--- src/rtl/fetch_unit_pkg.sv ---
// rtl/fetch_unit_pkg.sv - shared widths, jump condition codes and fetch FSM encodings
package fetch_unit_pkg;

    localparam int ADDR_W_DEF = 12;
    localparam int INS_W_DEF  = 16;

    localparam int OP_MSB = 15;
    localparam int OP_LSB = 12;

    localparam logic [2:0] JC_ALWAYS = 3'b000;
    localparam logic [2:0] JC_Z      = 3'b001;
    localparam logic [2:0] JC_NZ     = 3'b010;
    localparam logic [2:0] JC_C      = 3'b011;
    localparam logic [2:0] JC_NC     = 3'b100;

    typedef enum logic [0:0] {
        ST_FETCH = 1'b0,
        ST_HOLD  = 1'b1
    } fetch_state_t;

endpackage

--- src/rtl/fetch_unit_if.sv ---
// rtl/fetch_unit_if.sv - instruction memory and core-side signals of the fetch stage
interface fetch_unit_if
    import fetch_unit_pkg::*;
#(
    parameter int ADDR_W = ADDR_W_DEF,
    parameter int INS_W  = INS_W_DEF
);
    logic              imem_req;
    logic [ADDR_W-1:0] imem_addr;
    logic              imem_ack;
    logic [INS_W-1:0]  imem_rdata;
    logic [INS_W-1:0]  ins;
    logic              ins_valid;
    logic              ins_ready;
    logic              jmp_en;
    logic [2:0]        jmp_cond;
    logic              flag_z;
    logic              flag_c;
    logic [ADDR_W-1:0] pc;

    modport master (
        output imem_req, imem_addr, ins, ins_valid, pc,
        input  imem_ack, imem_rdata, ins_ready, jmp_en, jmp_cond, flag_z, flag_c
    );

    modport slave (
        input  imem_req, imem_addr, ins, ins_valid, pc,
        output imem_ack, imem_rdata, ins_ready, jmp_en, jmp_cond, flag_z, flag_c
    );
endinterface

--- src/rtl/fetch_unit_jmp_cond_eval.sv ---
// rtl/fetch_unit_jmp_cond_eval.sv - combinational jump condition decode against ALU flags
module jmp_cond_eval
    import fetch_unit_pkg::*;
(
    input  logic [2:0] jmp_cond,
    input  logic       flag_z,
    input  logic       flag_c,
    output logic       cond_true
);
    always_comb begin
        cond_true = 1'b0;
        case (jmp_cond)
            JC_ALWAYS: cond_true = 1'b1;
            JC_Z:      cond_true = flag_z;
            JC_NZ:     cond_true = !flag_z;
            JC_C:      cond_true = flag_c;
            JC_NC:     cond_true = !flag_c;
            default:   cond_true = 1'b0;
        endcase
    end
endmodule

--- src/rtl/fetch_unit.sv ---
// rtl/fetch_unit.sv - program counter and instruction fetch stage feeding the core
// FETCH_PREFETCH_EN adds a one-entry prefetch buffer with stale-ack discard after taken jumps.
module fetch_unit
    import fetch_unit_pkg::*;
#(
    parameter int ADDR_W = ADDR_W_DEF,
    parameter int INS_W  = INS_W_DEF
)
(
    input  logic         clk,
    input  logic         rst,
    fetch_unit_if.master bus
);
    logic [ADDR_W-1:0] fpc;
    logic              req_q;
    logic [ADDR_W-1:0] addr_q;
    logic [INS_W-1:0]  ins_q;
    logic              valid_q;
    logic [ADDR_W-1:0] pc_q;

    logic              cond_true;
    logic              xfer;
    logic              taken;
    logic [ADDR_W-1:0] jmp_tgt;

    jmp_cond_eval u_cond (
        .jmp_cond  (bus.jmp_cond),
        .flag_z    (bus.flag_z),
        .flag_c    (bus.flag_c),
        .cond_true (cond_true)
    );

    assign xfer    = valid_q && bus.ins_ready;
    assign taken   = bus.jmp_en && cond_true;
    assign jmp_tgt = ins_q[ADDR_W-1:0];

    assign bus.imem_req  = req_q;
    assign bus.imem_addr = addr_q;
    assign bus.ins       = ins_q;
    assign bus.ins_valid = valid_q;
    assign bus.pc        = pc_q;

`ifdef FETCH_PREFETCH_EN
    logic [INS_W-1:0]  buf_q;
    logic [ADDR_W-1:0] buf_addr;
    logic              buf_valid;
    logic              discard_q;
    logic              ack_any;
    logic              ack_live;
    logic [1:0]        occ;
    logic              can_issue;

    assign ack_any  = req_q && bus.imem_ack;
    assign ack_live = ack_any && !discard_q;
    // Words held after this edge; a new request needs a free slot for its data.
    assign occ       = 2'(valid_q) + 2'(buf_valid) + 2'(ack_live) - 2'(xfer);
    assign can_issue = (!req_q || ack_any) && (occ < 2'd2) && !(xfer && taken);

    always_ff @(posedge clk) begin
        if (rst) begin
            fpc       <= '0;
            req_q     <= 1'b0;
            addr_q    <= '0;
            ins_q     <= '0;
            valid_q   <= 1'b0;
            pc_q      <= '0;
            buf_q     <= '0;
            buf_addr  <= '0;
            buf_valid <= 1'b0;
            discard_q <= 1'b0;
        end else begin
            if (ack_any) begin
                req_q     <= 1'b0;
                discard_q <= 1'b0;
            end
            if (xfer && taken) begin
                valid_q   <= 1'b0;
                buf_valid <= 1'b0;
                fpc       <= jmp_tgt;
                if (req_q && !bus.imem_ack) begin
                    discard_q <= 1'b1;
                end
            end else begin
                if (xfer) begin
                    if (buf_valid) begin
                        ins_q     <= buf_q;
                        pc_q      <= buf_addr;
                        buf_valid <= 1'b0;
                    end else if (ack_live) begin
                        ins_q <= bus.imem_rdata;
                        pc_q  <= addr_q;
                    end else begin
                        valid_q <= 1'b0;
                    end
                    if (buf_valid && ack_live) begin
                        buf_q     <= bus.imem_rdata;
                        buf_addr  <= addr_q;
                        buf_valid <= 1'b1;
                    end
                end else if (ack_live) begin
                    if (!valid_q) begin
                        ins_q   <= bus.imem_rdata;
                        pc_q    <= addr_q;
                        valid_q <= 1'b1;
                    end else begin
                        buf_q     <= bus.imem_rdata;
                        buf_addr  <= addr_q;
                        buf_valid <= 1'b1;
                    end
                end
                if (can_issue) begin
                    req_q  <= 1'b1;
                    addr_q <= fpc;
                    fpc    <= fpc + ADDR_W'(1);
                end
            end
        end
    end
`else
    fetch_state_t state;

    always_ff @(posedge clk) begin
        if (rst) begin
            state   <= ST_FETCH;
            fpc     <= '0;
            req_q   <= 1'b0;
            addr_q  <= '0;
            ins_q   <= '0;
            valid_q <= 1'b0;
            pc_q    <= '0;
        end else begin
            case (state)
                ST_FETCH: begin
                    // Only the first cycle out of reset arrives here with no request raised.
                    if (!req_q) begin
                        req_q  <= 1'b1;
                        addr_q <= fpc;
                    end else if (bus.imem_ack) begin
                        ins_q   <= bus.imem_rdata;
                        pc_q    <= addr_q;
                        fpc     <= addr_q + ADDR_W'(1);
                        req_q   <= 1'b0;
                        valid_q <= 1'b1;
                        state   <= ST_HOLD;
                    end
                end
                ST_HOLD: begin
                    if (xfer) begin
                        valid_q <= 1'b0;
                        req_q   <= 1'b1;
                        state   <= ST_FETCH;
                        if (taken) begin
                            fpc    <= jmp_tgt;
                            addr_q <= jmp_tgt;
                        end else begin
                            addr_q <= fpc;
                        end
                    end
                end
                default: state <= ST_FETCH;
            endcase
        end
    end
`endif

endmodule

--- src/flat_wrapper.sv ---
// flat-port wrapper written by rule: the top's interface ports become plain ports
module fetch_unit_flat import fetch_unit_pkg::*;
#(
    parameter int ADDR_W = ADDR_W_DEF,
    parameter int INS_W  = INS_W_DEF
)
  (clk, rst, bus_imem_req, bus_imem_addr, bus_ins, bus_ins_valid, bus_pc, bus_imem_ack, bus_imem_rdata, bus_ins_ready, bus_jmp_en, bus_jmp_cond, bus_flag_z, bus_flag_c);
  fetch_unit_if #(.ADDR_W(ADDR_W), .INS_W(INS_W)) bus_i ();
  input  logic clk;
  input  logic rst;
  output wire logic [$bits(bus_i.imem_req)-1:0] bus_imem_req;
  output wire logic [$bits(bus_i.imem_addr)-1:0] bus_imem_addr;
  output wire logic [$bits(bus_i.ins)-1:0] bus_ins;
  output wire logic [$bits(bus_i.ins_valid)-1:0] bus_ins_valid;
  output wire logic [$bits(bus_i.pc)-1:0] bus_pc;
  input wire logic [$bits(bus_i.imem_ack)-1:0] bus_imem_ack;
  input wire logic [$bits(bus_i.imem_rdata)-1:0] bus_imem_rdata;
  input wire logic [$bits(bus_i.ins_ready)-1:0] bus_ins_ready;
  input wire logic [$bits(bus_i.jmp_en)-1:0] bus_jmp_en;
  input wire logic [$bits(bus_i.jmp_cond)-1:0] bus_jmp_cond;
  input wire logic [$bits(bus_i.flag_z)-1:0] bus_flag_z;
  input wire logic [$bits(bus_i.flag_c)-1:0] bus_flag_c;
  assign bus_imem_req = bus_i.imem_req;
  assign bus_imem_addr = bus_i.imem_addr;
  assign bus_ins = bus_i.ins;
  assign bus_ins_valid = bus_i.ins_valid;
  assign bus_pc = bus_i.pc;
  assign bus_i.imem_ack = bus_imem_ack;
  assign bus_i.imem_rdata = bus_imem_rdata;
  assign bus_i.ins_ready = bus_ins_ready;
  assign bus_i.jmp_en = bus_jmp_en;
  assign bus_i.jmp_cond = bus_jmp_cond;
  assign bus_i.flag_z = bus_flag_z;
  assign bus_i.flag_c = bus_flag_c;
  fetch_unit #(.ADDR_W(ADDR_W), .INS_W(INS_W)) u_core (.clk(clk), .rst(rst), .bus(bus_i));
endmodule
--- config.mk ---
export PLATFORM = sky130hd
export DESIGN_NAME = fetch_unit_flat
export DESIGN_NICKNAME = d
export VERILOG_FILES = /design/src/rtl/fetch_unit_pkg.sv /design/src/rtl/fetch_unit_if.sv /design/src/rtl/fetch_unit_jmp_cond_eval.sv /design/src/rtl/fetch_unit.sv /design/src/flat_wrapper.sv
export SDC_FILE = /design/constraint.sdc
export NUM_CORES = 1
export LEC_CHECK = 0
export ABC_AREA = 1
export BUFFER_PORTS_ARGS = -buffer_cell sky130_fd_sc_hd__buf_2
export CAP_MARGIN = 20
export CELL_PAD_IN_SITES_DETAIL_PLACEMENT = 0
export CELL_PAD_IN_SITES_GLOBAL_PLACEMENT = 2
export CORE_MARGIN = 2
export CORE_UTILIZATION = 30
export CTS_CLUSTER_DIAMETER = 80
export DETAILED_ROUTE_END_ITERATION = 8
export PLACE_DENSITY_LB_ADDON = 0.15
export SETUP_SLACK_MARGIN = 0.02
export SLEW_MARGIN = 20
export SYNTH_ARGS = -nofsm -noshare
export SYNTH_HDL_FRONTEND = slang
export SYNTH_SLANG_ARGS = --single-unit
--- constraint.sdc ---
create_clock -name clk -period 3.9 [get_ports clk]
set_input_delay 0.78 -clock clk [delete_from_list [all_inputs] [get_ports clk]]
set_output_delay 0.78 -clock clk [all_outputs]
set_load 0.05 [all_outputs]
Yosys cells after proc, flatten, opt, wreduce, memory -nomap -nowiden --
Cells that the tools add are included.
Storage, ports and cells: register bits 55, input port bits 26, output and inout port bits 42, word-level logic and storage cells 45
Cells by class: add/subtract/negate cells 1, equal/unequal tests 8, muxes and demuxes 20, bitwise operators 1, reductions and logical operators 8
Operators with widths (number):
- 12-bit 2-to-1 mux | 5
- 12-bit case mux with 2 select lines | 2
- 12-bit by 1-bit adder with 12-bit output, second input constant | 1
- 1-bit 2-to-1 mux | 9
- 3-bit by 2-bit equality test with 1-bit output, second input constant | 2
- 1-bit case mux with 2 select lines | 3
- 3-bit AND reduction | 2
- 1-bit case mux with 5 select lines | 1
- 2-bit by 1-bit inequality test with 1-bit output, second input constant | 2
- 2-bit inequality test, second input constant | 2
- 3-bit by 1-bit equality test with 1-bit output, second input constant | 1
- 3-bit equality test, second input constant | 1
- 3-bit logical NOT | 1
- 1-bit logical AND | 2
- 1-bit logical NOT | 2
- 2-bit AND reduction | 1
- 1-bit inverter | 1

Depth between registers and ports, before layout --
Gate-level depths: netlist of run 1.
depth after elaboration 6, gate-level depth with buffers 11, mapped depth without buffers 11

Cells and area by module --
From an unflattened synthesis of run 1, not the netlist that was laid out.
Unflattened totals: cell total of the unflattened synthesis 353, area total of the unflattened synthesis 2464.9 µm²
By module, submodules not included:
- fetch_unit | instances 1, cells each 340, area each 2414.8 µm², seq. area each 1101.1 µm²
- jmp_cond_eval | instances 1, cells each 13, area each 50.0 µm², seq. area each 0.0 µm²

Worst setup path after synthesis of run 1 --
OpenSTA, ideal clock, no wires.
path type reg2reg, start register u_core.addr_q[0] (netlist: u_core.bus.imem_addr[0]), end register u_core.fpc[10], setup time 122 ps, arrival 1607 ps, required time 3778 ps, path slack 2171 ps, cell stages (with the launch flop) 9, buffers on the path 0, clock period less this slack 1729 ps, path through dfxtp_1 -> ha_1 -> nand3_1 -> nor2_4 -> nand4_1 -> nand3_1 -> nand2_1 -> inv_1 -> a21oi_2
Between the ends: longest elaborated chain between the ends 4
RTL lines:
- from (decl) | RTL line fetch_unit.sv:16 | logic [ADDR_W-1:0] addr_q;
- from (signal assigned) | RTL line fetch_unit.sv:137 | addr_q <= fpc;
- from (signal assigned) | RTL line fetch_unit.sv:154 | addr_q <= jmp_tgt;
- from (signal assigned) | RTL line fetch_unit.sv:156 | addr_q <= fpc;
- 12-bit by 1-bit adder with 12-bit output | RTL line fetch_unit.sv:141 | fpc <= addr_q + ADDR_W'(1);
- 12-bit 2-to-1 mux | RTL line fetch_unit.sv:138 | end else if (bus.imem_ack) begin
- 12-bit 2-to-1 mux | RTL line fetch_unit.sv:135 | if (!req_q) begin
- 12-bit case mux with 2 select lines | RTL line fetch_unit.sv:132 | case (state)
- to (signal assigned) | RTL line fetch_unit.sv:141
- to (signal assigned) | RTL line fetch_unit.sv:153 | fpc <= jmp_tgt;
- to (decl) | RTL line fetch_unit.sv:14 | logic [ADDR_W-1:0] fpc;
Every way passes these cells. The select of a mux whose other input is x is not followed. A chain may end at the register's enable or synchronous reset.

Worst setup path after layout of run 1 --
start register u_core.state, end register u_core.pc_q[0] (netlist: u_core.bus.pc[0])
Between the ends: longest elaborated chain between the ends 2
RTL lines:
- from (decl) | RTL line fetch_unit.sv:120 | fetch_state_t state;
- from (signal assigned) | RTL line fetch_unit.sv:124 | state <= ST_FETCH;
- from (signal assigned) | RTL line fetch_unit.sv:144 | state <= ST_HOLD;
- from (signal assigned) | RTL line fetch_unit.sv:151 | state <= ST_FETCH;
- 1-bit inverter (no source line)
- 3-bit AND reduction (no source line)
- to (signal assigned) | RTL line fetch_unit.sv:140 | pc_q <= addr_q;
- to (decl) | RTL line fetch_unit.sv:19 | logic [ADDR_W-1:0] pc_q;
Every way passes these cells.

==> impl_metrics.tcl, run 1 <==
set metrics [dict create \
    status "finished, final reports clean" \
    grt_start_max_net_pins 37 \
    ys_ff_latch 55 \
    tns_ns 0 \
    crit_path_cell_trace "inv_4, nand3_4, inv_2, o21ai_0, a21oi_1" \
    fin_worst_skew_ns 0.00719 \
    dr.pass1.iters 4 \
    fp.coreArea_sq_um 8590 \
    hold_path_end "u_core.bus.ins[9]$_SDFFE_PP0P_" \
    synth.largest_area_cell "dfxtp_1" \
    start_util_pct 30.5 \
    worstSetupStartpointType "register" \
    wl_mm 7.68 \
    syn_nets 398 \
    hold_viol 0 \
    drtAntennaViolNets 0 \
    hp-class "reg2reg" \
    ios 68 \
    ir_drop_mv 0.158 \
    synth_top_flop_cell "dfxtp_1" \
    syn_area_per_cell_sq_um 7.07 \
    rr_endpoint "u_core.bus.pc[0]$_SDFFE_PP0P_" \
    area_growth_pct 18.5 \
    synth_cells 371 \
    syn-cell-area_sq_um 2620 \
    drive_gt1_share_pct 22.1 \
    powerDensity_nw_per_um2 485 \
    ys_seq_area_share_pct 42.0 \
    final-seq-area_sq_um 1100 \
    clock-sinks 55 \
    vias 2524 \
    r2r_setup_slack_ns 1.73 \
    path_buf_inv 2 \
    finalSetupViolCount 0 \
    async_flop_share_pct 0 \
    die-area_sq_um 9500 \
    viasPerCell 4.73 \
    synth_warnings 0 \
    slowest_delay_ns 0.55 \
    synth_edf_count 0 \
    gp_congestion 0.773 \
    maxCapViolCount 0 \
    path_clk_slew_ns 0.11 \
    cts_tree "yes" \
    yosys-top-cells-count "55 x dfxtp_1, 51 x a21oi_1, 50 x nor2_1" \
    die_y_um 97.5 \
    insertedDiodeCount 0 \
    cts_resized 0 \
    clkLatencyLatePin_ns 0.32 \
    multi_input_area_sq_um 1260 \
    numPortBuffers 67 \
    relSlewSlack_pct 51.6 \
    fin_util_pct 36.2 \
    cp_slowest_cell "dfxtp_1" \
    grt_pass1_wl_mm 13.1 \
    fin_nets 452 \
    antenna_found_initial 0 \
    drtIter0Drc 177 \
    post-route-min-period_ns 2.17 \
    worstRegToRegCells 5 \
    synth_cell_types 29 \
    netlist.area_leader.share_pct 42.0 \
    leakagePower_nw 1.44 \
    ys_top_cells_by_area "dfxtp_1 42%, a21oi_1 9.7%, o21ai_0 8.6%" \
    fill_cells 952 \
    worst_ep_required_time_ns 4.16 \
    wire_per_inst_um 14.4 \
    hold_path_depth 2 \
    first_global_vias 2556 \
    grt_setup_unrepaired "false" \
    synth.most_common_cell "dfxtp_1" \
    rows 34 \
    critPathTopFamily "buffers and inverters" \
    grt_use_total_pct 16.9 \
    grt_overflow 0 \
    r2r-start "u_core.state$_SDFF_PP0_" \
    worstMarginPinSlew_ns 0.725 \
    crit_path_max_fanout 33 \
    cts_setup_buffers 0 \
    die_w_um 97.5 \
    crit_arrival_ns 2.43 \
    drv_slew 0 \
    htreeDepth 2 \
    drc 0 \
    min_from "u_core.bus.ins[9]$_SDFFE_PP0P_" \
    dp_hpwl_mm 5.22 \
    fmax_mhz 461 \
    cts_made_buffers 5 \
    cts_root_buf "clkbuf_8" \
    clk_path_buf_depth 2 \
    path_class "reg2reg" \
    end_kind "register" \
    timing.final.crit_share_pct 55.6 \
    postCtsHoldBufs 0 \
]
## registers in the layout, indices dropped and copies added, names as in the netlist
| signal | flops |
|---|---|
| u_core.bus.ins_valid | 1 |
| u_core.state | 1 |
| u_core.bus.ins | 16 |
| u_core.fpc | 12 |
| u_core.bus.imem_addr | 12 |
| u_core.bus.imem_req | 1 |
| u_core.bus.pc | 12 |
## area by class of cell
class | count | share of cell area, %
clock inverter | 2 | 1.13
multi-input combinational | 255 | 40.5
inverter | 40 | 4.91
timing repair buffer | 68 | 11.0
clock buffer | 6 | 2.66
tap | 108 | 4.35
sequential | 55 | 35.4
## per-layer routing
layer | share of wire, % | track usage [%] | vias up
li1 | - | - | 1332
met1 | 50 | 24.0 | 1116
met4 | 1.4 | 4.17 | 0
met3 | 5.5 | 4.03 | 10
met5 | 0 | 0 | -
met2 | 44 | 26.0 | 66
## how the worst max path moves through the flow
stage / from / to / slack (ns) / cells past startpoint
after floorplan: u_core.bus.imem_addr[0]$_SDFFE_PP0P_ / u_core.fpc[10]$_SDFFE_PP0P_ / 2.17 / 8
after global placement: u_core.state$_SDFF_PP0_ / u_core.bus.pc[0]$_SDFFE_PP0P_ / 1.74 / 5
after detailed placement: u_core.state$_SDFF_PP0_ / u_core.bus.pc[3]$_SDFFE_PP0P_ / 1.69 / 5
after CTS: u_core.state$_SDFF_PP0_ / u_core.bus.pc[0]$_SDFFE_PP0P_ / 1.68 / 5
after global routing: u_core.state$_SDFF_PP0_ / u_core.bus.pc[11]$_SDFFE_PP0P_ / 1.49 / 5
final: u_core.state$_SDFF_PP0_ / u_core.bus.pc[0]$_SDFFE_PP0P_ / 1.73 / 5
## stage by stage
| step | area (sq um) | hold WS [ns] | cells | total power, mW | setup slack [ns] |
|---|---|---|---|---|---|
| 2_1_floorplan | 2620 | 0.507 | 371 | 1.00 | 2.17 |
| 3_3_place_gp | 2990 | 0.462 | 526 | 1.11 | 1.74 |
| 3_5_place_dp | 2990 | 0.468 | 526 | 1.11 | 1.69 |
| 4_1_cts | 3110 | 0.484 | 534 | 1.52 | 1.68 |
| 5_1_grt | 3110 | 0.523 | 534 | 1.60 | 1.49 |
| 6_report | 3110 | 0.481 | 534 | 1.51 | 1.73 |
## power by group
| group | switching [mW] | total, mW | internal [mW] | leakage [nW] |
|---|---|---|---|---|
| combinational | 0.307 | 0.413 | 0.106 | 0.925 |
| clock | 0.206 | 0.414 | 0.208 | 0.0612 |
| sequential | 0.0617 | 0.679 | 0.618 | 0.452 |
## worst min-delay path, stage by stage, from the launching register on
cell and delay [ns]:
dfxtp_1 0.32, inv_1 0.06, a21oi_1 0.05
## cells by family (layout without fill, tap and decap cells)
group	after synthesis	after routing	share of synthesized area (%)
AO/OA/AOI/OAI	108	108	20.9
XOR/XNOR	1	1	0.334
adder cells (fa/ha/maj)	1	1	0.477
buffers and inverters	61	116	10.0
flip-flops	55	55	42.0
AND/OR/NAND/NOR	145	145	26.3
## cell usage in the layout, fill, tap and decap left out
cell	count
inv_1	35
nand2_1	41
nor2_1	50
inv_4	1
ha_1	1
bufinv_16	1
a21oi_1	51
xnor2_1	1
nand3_1	28
nand2_2	4
nor2_4	2
nand4_1	3
nand2_4	1
clkbuf_8	6
buf_2	67
nor2_2	1
o21ai_0	45
inv_2	4
o21ai_1	10
o21ai_2	1
buf_4	1
nand3_4	1
a21oi_2	1
nor3_1	2
clkinv_2	1
nand3_2	1
dfxtp_1	55
nand3b_1	10
nor3_2	1
Note: power is estimated with default switching activity, not from simulation.
==> inputs of run 2 (changes only) <==
ABC_AREA = 0   (was 1)
CORE_UTILIZATION = 27   (was 30)
clock period = 1.9 ns   (was 3.9 ns; I/O delays follow)
==> run 2 against run 1 <==
  * Critical path depth down 1
  * Combinational power rose by 78%
  * Sequential cell count stayed put
  * Sequential share of layout area down 2.8 points
  * Synthesized area grew 1.1%
  * Count of clock-buffer cells in the layout down 1
  * Power grew 91%
  * Clock skew is 0.0025 ns higher
==> impl_metrics.tcl, run 2 <==
set metrics [dict create \
    status "finished, final reports clean" \
    cts_root_buf "clkbuf_8" \
    crit_arrival_ns 1.85 \
    die_y_um 103 \
    fill_cells 1061 \
    syn-cell-area_sq_um 2650 \
    r2r-start "u_core.state$_SDFF_PP0_" \
    ios 68 \
    worstMarginPinSlew_ns 0.592 \
    antenna_found_initial 0 \
    fp.coreArea_sq_um 9640 \
    drc 0 \
    synth_edf_count 0 \
    drv_slew 0 \
    path_class "reg2reg" \
    grt_start_max_net_pins 30 \
    rr_endpoint "u_core.fpc[2]$_SDFFE_PP0P_" \
    fmax_mhz 616 \
    cts_setup_buffers 0 \
    area_growth_pct 27.4 \
    leakagePower_nw 1.31 \
    rows 36 \
    worstSetupStartpointType "register" \
    final_common_cell "nand2_1" \
    synth_warnings 0 \
    final-seq-area_sq_um 1100 \
    cts_resized 0 \
    dp_hpwl_mm 5.39 \
    post-route-min-period_ns 1.62 \
    synth.most_common_cell "nand2_1" \
    ir_drop_mv 0.353 \
    worstSetupPathDepth 4 \
    path_buf_inv 2 \
    end_kind "register" \
    clk_path_buf_depth 2 \
    die_w_um 103 \
    grt_pass1_wl_mm 12.2 \
    path_common_cell "buf_4" \
    fin_util_pct 35.0 \
    largest_reg_flops 16 \
    hp-class "in2reg" \
    wire_per_inst_um 14.2 \
    hold_ws_ns 0.281 \
    netlist.area_leader.share_pct 41.6 \
    drtIter0Drc 96 \
    r2r_setup_slack_ns 0.28 \
    start_util_pct 27.5 \
    wl_mm 7.45 \
    drtAntennaViolNets 0 \
    cts_tree "yes" \
    ys_seq_area_share_pct 41.6 \
    p_total_mw 2.88 \
    viasPerCell 4.49 \
    synth_cell_types 46 \
    path_clk_slew_ns 0.11 \
    critPathTopFamily "buffers and inverters" \
    synth_top_flop_cell "dfxtp_1" \
    grt_overflow 0 \
    maxCapViolCount 0 \
    cp_slowest_cell "dfxtp_1" \
    powerDensity_nw_per_um2 853 \
    dr.pass1.iters 4 \
    async_flop_share_pct 0 \
    slowest_delay_ns 0.43 \
    vias 2347 \
    fin_worst_skew_ns 0.00964 \
    final_cell_mix "74 x nand2_1, 67 x buf_2, 55 x dfxtp_1, 32 x nor2_1, 30 x a21oi_1" \
    finalSetupViolCount 0 \
    endpoint "u_core.fpc[2]$_SDFFE_PP0P_" \
    hold_viol 0 \
    clock-sinks 55 \
    first_global_vias 2301 \
    crit_path_max_fanout 29 \
    worst_ep_required_time_ns 2.12 \
    yosys-top-cells-count "74 x nand2_1, 55 x dfxtp_1, 32 x nor2_1" \
    tns_ns 0 \
    cp-startpoint "u_core.state$_SDFF_PP0_" \
    gp_congestion 0.776 \
    syn_area_per_cell_sq_um 8.52 \
    multi_input_area_sq_um 1460 \
    crit_path_cell_trace "buf_4, and3b_1, buf_4, a2111oi_2" \
    worstRegToRegCells 4 \
    insertedDiodeCount 0 \
    ys_ff_latch 55 \
    timing.final.crit_share_pct 85.5 \
    grt_setup_unrepaired "false" \
    fin_nets 416 \
    htreeDepth 2 \
    relSlewSlack_pct 60.6 \
    cts_made_buffers 5 \
    numPortBuffers 67 \
    synth.largest_area_cell "dfxtp_1" \
    grt_use_total_pct 14.9 \
    die-area_sq_um 10600 \
    syn_nets 338 \
    drive_gt1_share_pct 32.3 \
    clkLatencyLatePin_ns 0.32 \
    postCtsHoldBufs 0 \
    ys_top_cells_by_area "dfxtp_1 42%, nand2_1 10%, a21oi_1 5.7%" \
    synth_cells 311 \
]
==> run 2: cell count changes in the layout (fill, tap and decap cells not counted), sizes merged, moves of 8 or more <==
cell	previous run	this run
nor2	53	32
a311oi	0	9
a211oi	0	14
nand2	46	75
nand3	30	6
o21ai	56	5
buf	68	90
nand2b	0	10
a21oi	52	30
nand3b	10	2
inv	40	5
==> run 2: worst min-delay path by stage <==
stage,start,end,slack [ns],depth (start not counted)
global route,bus_imem_rdata[11],u_core.bus.ins[11]$_SDFFE_PP0P_,0.27,3
floorplan,u_core.fpc[5]$_SDFFE_PP0P_,u_core.fpc[5]$_SDFFE_PP0P_,0.47,2
CTS,bus_imem_rdata[12],u_core.bus.ins[12]$_SDFFE_PP0P_,0.27,3
global placement,u_core.bus.pc[4]$_SDFFE_PP0P_,u_core.bus.pc[4]$_SDFFE_PP0P_,0.44,2
finish,bus_imem_rdata[11],u_core.bus.ins[11]$_SDFFE_PP0P_,0.28,3
detailed placement,u_core.bus.pc[7]$_SDFFE_PP0P_,u_core.bus.pc[7]$_SDFFE_PP0P_,0.45,2
==> run 2: kinds of logic (layout without fill, tap and decap cells) <==
| group | Yosys count | in the layout | synth area share, % |
|---|---|---|---|
| compound gates | 68 | 68 | 20.7 |
| xor+xnor | 9 | 9 | 2.98 |
| fa+ha+maj | 1 | 1 | 0.472 |
| buf+inv | 23 | 102 | 3.50 |
| flops | 55 | 55 | 41.6 |
| mux | 12 | 12 | 5.53 |
| simple gates | 143 | 143 | 25.2 |
==> run 2: worst min-delay path: cells and delay by family <==
family,cells,cell delay [ns]
simple gates,1,0.04
buf+inv,1,0.09
compound gates,1,0.05
==> run 2: layout make-up <==
cell class	count	area share (%)
Multi-Input combinational cell	233	43.1
Inverter	4	0.445
Tap cell	133	4.93
Sequential cell	55	32.6
Clock inverter	3	1.41
Timing Repair Buffer	90	15.4
Clock buffer	5	2.04
==> run 2: per-layer routing <==
layer	GRT usage (%)	vias to the layer above	part of all wire, %
li1	-	1222	-
met1	21.0	1075	52
met2	23.1	45	43
met3	2.85	5	3.7
met4	4.25	0	1.2
met5	0	-	0
==> run 2: report_power, final <==
group | switching (mW) | internal, mW | leakage [nW]
Sequential | 0.0763 | 1.24 | 0.449
Combinational | 0.492 | 0.243 | 0.801
Clock | 0.431 | 0.401 | 0.0587
Total | 1.00 | 1.88 | 1.31
==> run 2: metrics by stage <==
stage | setup slack [ns] | std cells | cell area [sq um]
6_report | 0.276 | 523 | 3370
2_1_floorplan | 0.0294 | 311 | 2650
3_5_place_dp | 0.0651 | 515 | 3260
3_3_place_gp | 0.109 | 515 | 3260
4_1_cts | 0.233 | 523 | 3370
5_1_grt | 0.131 | 523 | 3370
